### src/rtl/conv_encoder_k4.sv
// Rate-1/2 K=4 convolutional encoder with optional zero tail; PUNCT_R23_EN enables rate-2/3 puncturing.
// 1-cycle accept-to-output latency; stalls while out_valid && !out_ready, in_ready follows the output advance.
module conv_encoder_k4 #(
    parameter logic [3:0] G0        = 4'b1101,
    parameter logic [3:0] G1        = 4'b1111,
    parameter bit         TERMINATE = 1'b1
) (
    input  logic       clk,
    input  logic       rst,
    input  logic       in_valid,
    output logic       in_ready,
    input  logic       in_bit,
    input  logic       in_last,
    output logic       out_valid,
    input  logic       out_ready,
    output logic [1:0] out_sym,
    output logic [1:0] out_mask,
    output logic       out_last,
    output logic [2:0] state_o
);

    typedef enum logic {DATA = 1'b0, TAIL = 1'b1} state_t;

    state_t     state, state_nxt;
    logic [2:0] sr, sr_nxt;
    logic [1:0] tail_cnt, tail_cnt_nxt;
    logic       adv, accept, tail_emit, emit, frame_end;
    logic       enc_bit, y0, y1;
    logic [3:0] v;
    logic [1:0] sym_w, mask_w;

    assign adv       = !out_valid || out_ready;
    assign in_ready  = (state == DATA) && adv;
    assign accept    = in_valid && in_ready;
    assign tail_emit = (state == TAIL) && adv;
    assign emit      = accept || tail_emit;
    assign frame_end = (accept && in_last && !TERMINATE) || (tail_emit && tail_cnt == 2'd2);

    // Tail symbols feed a forced zero into the same generator taps.
    assign enc_bit = (state == DATA) && in_bit;
    assign v       = {enc_bit, sr};
    assign y0      = ^(v & G0);
    assign y1      = ^(v & G1);
    assign state_o = sr;

    always_comb begin
        state_nxt    = state;
        sr_nxt       = sr;
        tail_cnt_nxt = tail_cnt;
        if (accept) begin
            sr_nxt = {in_bit, sr[2:1]};
            if (in_last) begin
                if (TERMINATE) begin
                    state_nxt    = TAIL;
                    tail_cnt_nxt = 2'd0;
                end else begin
                    sr_nxt = 3'd0;
                end
            end
        end else if (tail_emit) begin
            sr_nxt = {1'b0, sr[2:1]};
            if (tail_cnt == 2'd2) begin
                state_nxt    = DATA;
                tail_cnt_nxt = 2'd0;
            end else begin
                tail_cnt_nxt = tail_cnt + 2'd1;
            end
        end
    end

`ifdef PUNCT_R23_EN
    logic punct_phase;

    // Pattern [11;10]: odd symbols of a frame carry only y0.
    assign mask_w = punct_phase ? 2'b01 : 2'b11;
    assign sym_w  = punct_phase ? {1'b0, y0} : {y1, y0};

    always_ff @(posedge clk or posedge rst) begin
        if (rst) begin
            punct_phase <= 1'b0;
        end else if (emit) begin
            punct_phase <= frame_end ? 1'b0 : !punct_phase;
        end
    end
`else
    assign mask_w = 2'b11;
    assign sym_w  = {y1, y0};
`endif

    always_ff @(posedge clk or posedge rst) begin
        if (rst) begin
            state    <= DATA;
            sr       <= 3'd0;
            tail_cnt <= 2'd0;
        end else begin
            state    <= state_nxt;
            sr       <= sr_nxt;
            tail_cnt <= tail_cnt_nxt;
        end
    end

    always_ff @(posedge clk or posedge rst) begin
        if (rst) begin
            out_valid <= 1'b0;
            out_sym   <= 2'b00;
            out_mask  <= 2'b00;
            out_last  <= 1'b0;
        end else if (adv) begin
            out_valid <= emit;
            if (emit) begin
                out_sym  <= sym_w;
                out_mask <= mask_w;
                out_last <= frame_end;
            end
        end
    end

    // Three zero shifts must flush the trellis back to state 0.
    always_ff @(posedge clk) begin
        if (!rst && tail_emit && tail_cnt == 2'd2) begin
            assert (sr_nxt == 3'd0);
        end
    end

endmodule

### config.mk
export PLATFORM = sky130hd
export DESIGN_NAME = conv_encoder_k4
export DESIGN_NICKNAME = d
export VERILOG_FILES = /design/src/rtl/conv_encoder_k4.sv
export SDC_FILE = /design/constraint.sdc
export NUM_CORES = 1
export LEC_CHECK = 0
export CORE_ASPECT_RATIO = 1.2
export CORE_MARGIN = 10
export CORE_UTILIZATION = 30
export DETAILED_ROUTE_END_ITERATION = 16
export HOLD_SLACK_MARGIN = 0.02
export PLACE_DENSITY = 0.52
export SYNTH_ARGS = -nofsm -noshare
export SYNTH_HDL_FRONTEND = slang
export SYNTH_SLANG_ARGS = --single-unit
### constraint.sdc
create_clock -name clk -period 3.73 [get_ports clk]
set_input_delay 0.9325 -clock clk [delete_from_list [all_inputs] [get_ports clk]]
set_output_delay 0.9325 -clock clk [all_outputs]
set_load 0.02 [all_outputs]
# After elaboration in Yosys (flattened, before gate mapping)
# Cells that the tools add are included.
[word_totals]
ff_bits = 11
out_inout_bits = 10
in_bits = 6
[op_classes]
n_eq_ne = 2
n_addsub = 1
n_reduce_logical = 15
bitwise = 1
n_mux = 10
[op_table]
columns = ["operator", "n"]
rows = [
  ["$mux 2", 4],
  ["$reduce_xor 4->1", 2],
  ["$mux 3", 2],
  ["$logic_and 1x1->1", 5],
  ["$mux 1", 4],
  ["$reduce_and 2->1", 2],
  ["$reduce_bool 2->1", 2],
  ["$reduce_and 3->1", 1],
  ["$add 2x1->2 const B", 1],
  ["$eq 2x2->1 const B", 1],
  ["$logic_or 1x1->1", 2],
  ["$ne 2x2->1 const B", 1],
  ["$logic_not 1->1", 1],
  ["$not 1->1", 1],
]

# Longest topological paths before layout
# Gate-level depths: netlist of the first run.
[depth]
ltp_word = 6
depth_mapped = 4
ltp_nobuf = 3

# Least setup slack after synthesis of the first run
# Ideal clock, no wire load.
[synth_path]
path_kind = "input -> output"
from = "input port out_ready"
to = "output port in_ready"
slack_ps = 1493
n_path_buf = 0
required_time_ps = 2798
arrival_ps = 1304
cell_stages = 2
cell_sequence = "nor2b_1 -> nor2_1"
[synth_between]
elab_chain_len = 2
[synth_lines]
columns = ["item", "line", "source"]
rows = [
  ["start, declared", "15", "input logic out_ready,"],
  ["$logic_or 1x1->1", "32", "assign adv = !out_valid || out_ready;"],
  ["$logic_and 1x1->1", "33", "assign in_ready = (state == DATA) && adv;"],
  ["end, declared", "11", "output logic in_ready,"],
]
# No other way between the ends.

# Final worst setup path of the first run
# Same ends and word-level chain as after synthesis.

==> results of run 1 <==
[logic make-up (layout without fill, tap and decap cells)]
family / after synthesis / in the layout / synth area share
simple gates: 10 / 10 / 0.104
xor+xnor: 3 / 3 / 0.0916
flops: 11 / 11 / 0.530
compound gates: 10 / 10 / 0.128
mux: 4 / 4 / 0.0867
buf+inv: 5 / 20 / 0.0602
[worst reg2reg max path: cells and delay by family (launching register included)]
family | cells | cell delay [ns]
xor gates and xnor gates | 2 | 0.57
DFF | 1 | 0.44
muxes | 1 | 0.26
[cell usage after synthesis]
cell type	count	area, µm²
xnor3_1	1	22.5
a21oi_1	2	10.0
a32o_1	1	10.0
buf_2	1	5.00
dfrtp_1	11	275
xnor2_1	1	8.76
o2bb2ai_1	1	8.76
nand2b_1	3	18.8
mux2_2	2	22.5
mux2_1	2	22.5
o21ai_0	3	15.0
a31oi_1	1	6.26
nand3_1	1	5.00
or3_1	1	6.26
o31ai_1	1	7.51
buf_4	3	22.5
nor2b_1	2	12.5
nor2_1	2	7.51
o21ai_2	1	8.76
nand2_1	1	3.75
inv_1	1	3.75
xnor2_2	1	16.3
[routing by layer]
metal | wire, µm | part of all wire
met2 | 493 | 0.48
met3 | 61 | 0.059
met4 | 12 | 0.012
met5 | 0 | 0
met1 | 466 | 0.45
[sequential cells by signal, indices dropped and copies added (netlist names)]
name / flops
out_valid: 1
state_o: 3
state: 1
out_sym: 2
out_last: 1
tail_cnt: 2
out_mask: 1
[placed cells by master (no fill, tap or decap), types with 2 or more instances in the layout]
master / netlist / routed
clkbuf_4: 0 / 3
dfrtp_1: 11 / 11
mux2_2: 2 / 2
clkdlybuf4s50_1: 0 / 15
mux2_1: 2 / 2
nor2_1: 2 / 2
o21ai_0: 3 / 3
a21oi_1: 2 / 2
nand2b_1: 3 / 3
nor2b_1: 2 / 2
[power groups by stage]
| stage | sequential [µW] | clock, µW | combinational (µW) |
|---|---|---|---|
| 2_1_floorplan | 210 | 0 | 139 |
| 3_3_place_gp | 202 | 0 | 220 |
| 3_5_place_dp | 202 | 0 | 221 |
| 4_1_cts | 200 | 83.6 | 221 |
| 5_1_grt | 208 | 91.4 | 235 |
| 6_report | 200 | 80.2 | 217 |
[through the flow]
stage	std cells	hold slack, ns
finish	76	0.491
global route	76	0.533
CTS	76	0.494
detailed placement	72	0.480
global placement	72	0.477
floorplan	43	0.459
[cell type report]
type                            instances  area, µm²  share of cell area
Inverter                                1       3.75             0.00543
Clock buffer                            4       26.3              0.0380
Timing Repair Buffer                   15        150               0.217
Sequential cell                        11        275               0.399
Multi-Input combinational cell         27        213               0.308
Tap cell                               18       22.5              0.0326
[path summary, 6_finish.rpt]
check	end	start	depth (start not counted)	slack (ns)
setup / recovery	in_ready	out_ready	4	0.56
hold / removal	tail_cnt[0]	tail_cnt[1]	1	0.49
setup reg to reg	out_sym[1]	state_o[2]	3	2.35
hold reg to reg	tail_cnt[0]	tail_cnt[1]	1	0.49
max in group asynchronous	out_last	rst	2	2.48
min in group asynchronous	state	rst	2	0.95
==> results.txt, run 1 <==
# hold bufs at CTS: 0
Final Hold Violating Endpoints: 0
Total grt overflow: 0
H-tree levels: 1
Flop pwr share: 0.403
Kind of critical path: input port to output pin
Rel. slew slack: 0.720
Antenna fix cells: 0
Worst path most repeated cell: clkdlybuf4s50_1
Status: finished clean
Cell area after synthesis: 519 µm²
Placed Area: 664 µm²
Endpoints failing setup: 0
Dpl hpwl: 807 µm
Sequential-to-total area share from yosys stat: 0.530
Synth cell types: 22
RD Place Congestion: 0.660
Ports: 16
Area Overhead vs Synth: 33.0%
Number of CTS-inserted buffers: 3
Logic pwr share: 0.436
Clock power share: 0.161
Sw frac: 0.351
Total die area: 0.00380 mm²
Number of max-cap violations: 0
GR met3 Demand/Resource: 0.0250
P per Cell Area: 720 mW/mm²
RSZ-0062 raised after global routing: false
Critical path launch point type: input port
Row count: 16
Hold Crit Class: flip-flop to flip-flop
CTS tree: built
Final setup TNS: 0 ns
Yosys reg bits: 11
Grt met1 use: 0.0568
Met2 Use GR: 0.0860
Vias post-DR: 352
Syn. warnings: 0
Avg WL per Cell: 13.6 µm
Final #Nets: 65
Layout Skew: 0.00249 ns
Largest net degree at the start of global routing: 12
Period minus WS final: 3.17 ns
Critical path's largest stage delay: 0.63 ns
Fillers: 173
Drt drc: 0
Cell internal pwr: 323 µW
WP buf/inv: 2
Net count after synthesis: 49
Sw Pwr: 175 µW
Critical Path AT: 2.23 ns
Endpoint type of the worst setup path: output pin
Global route hottest layer: met2
Crit path max fanout: 5
Vias in the first global route: 373
Pre-CTS setup slack: 0.552 ns
Worst-path clk slew: 0.07 ns
Clock buffer depth: 2
Achievable Freq: 0.316 GHz
First-pass GRT wire length: 1.64 mm
Cells after synthesis: 43
Vias per cell: 4.63
Core area: 0.00164 mm²
Clock Sinks: 11
Power, Total: 497 µW
Initial antenna violation count: 0
Core Util, Final: 0.421
Worst skew pair latency: 0.26 ns
Fin. max-slew vios: 0
Post-CTS Resized: 0
Tot GR Track Use: 0.0568
Layout cells sized above 1: 0.121
Starting DRT DRC Count: 4
Clk Tree Root Cell: clkbuf_4
First-pass detailed-route iteration total: 4
Die width: 58.0 µm
Post-CTS Setup Inserts: 0
Die height: 65.6 µm
Final WS setup: 0.563 ns
Initial core utilization: 0.316
Syn Area/Cell: 12.1 µm²
Family with the most delay on the worst path: buffers and inverters
Lkg Pwr: 0.000294 µW
PortBufs: 15
Worst Tran Pin Value: 0.420 ns
CP required: 2.80 ns
CP cell instances: clkdlybuf4s50_1 > nor2b_1 > nor2_1 > clkdlybuf4s50_1
Final worst-path cycle share: 0.849
Routed wire length: 1.03 mm
Worst vdd ir: 282 µV
Post-route cell area: 691 µm²
CP max-delay cell: clkdlybuf4s50_1
ANT nets after route: 0
No activity file was read; power rests on OpenSTA's default activity.
==> run 2: changes to the inputs <==
clock period = 3.2 ns   (was 3.73 ns; I/O delays follow)
==> results of run 2 <==
Same layout as run 1 (identical final DEF). Status: finished clean.
Main changes from that run: setup slack after placement 0.552 ns -> 0.287 ns; setup slack after layout 0.563 ns -> 0.298 ns; register-to-register setup slack 2.35 ns -> 1.82 ns; total power 497 µW -> 580 µW; worst IR drop on VDD 282 µV -> 328 µV
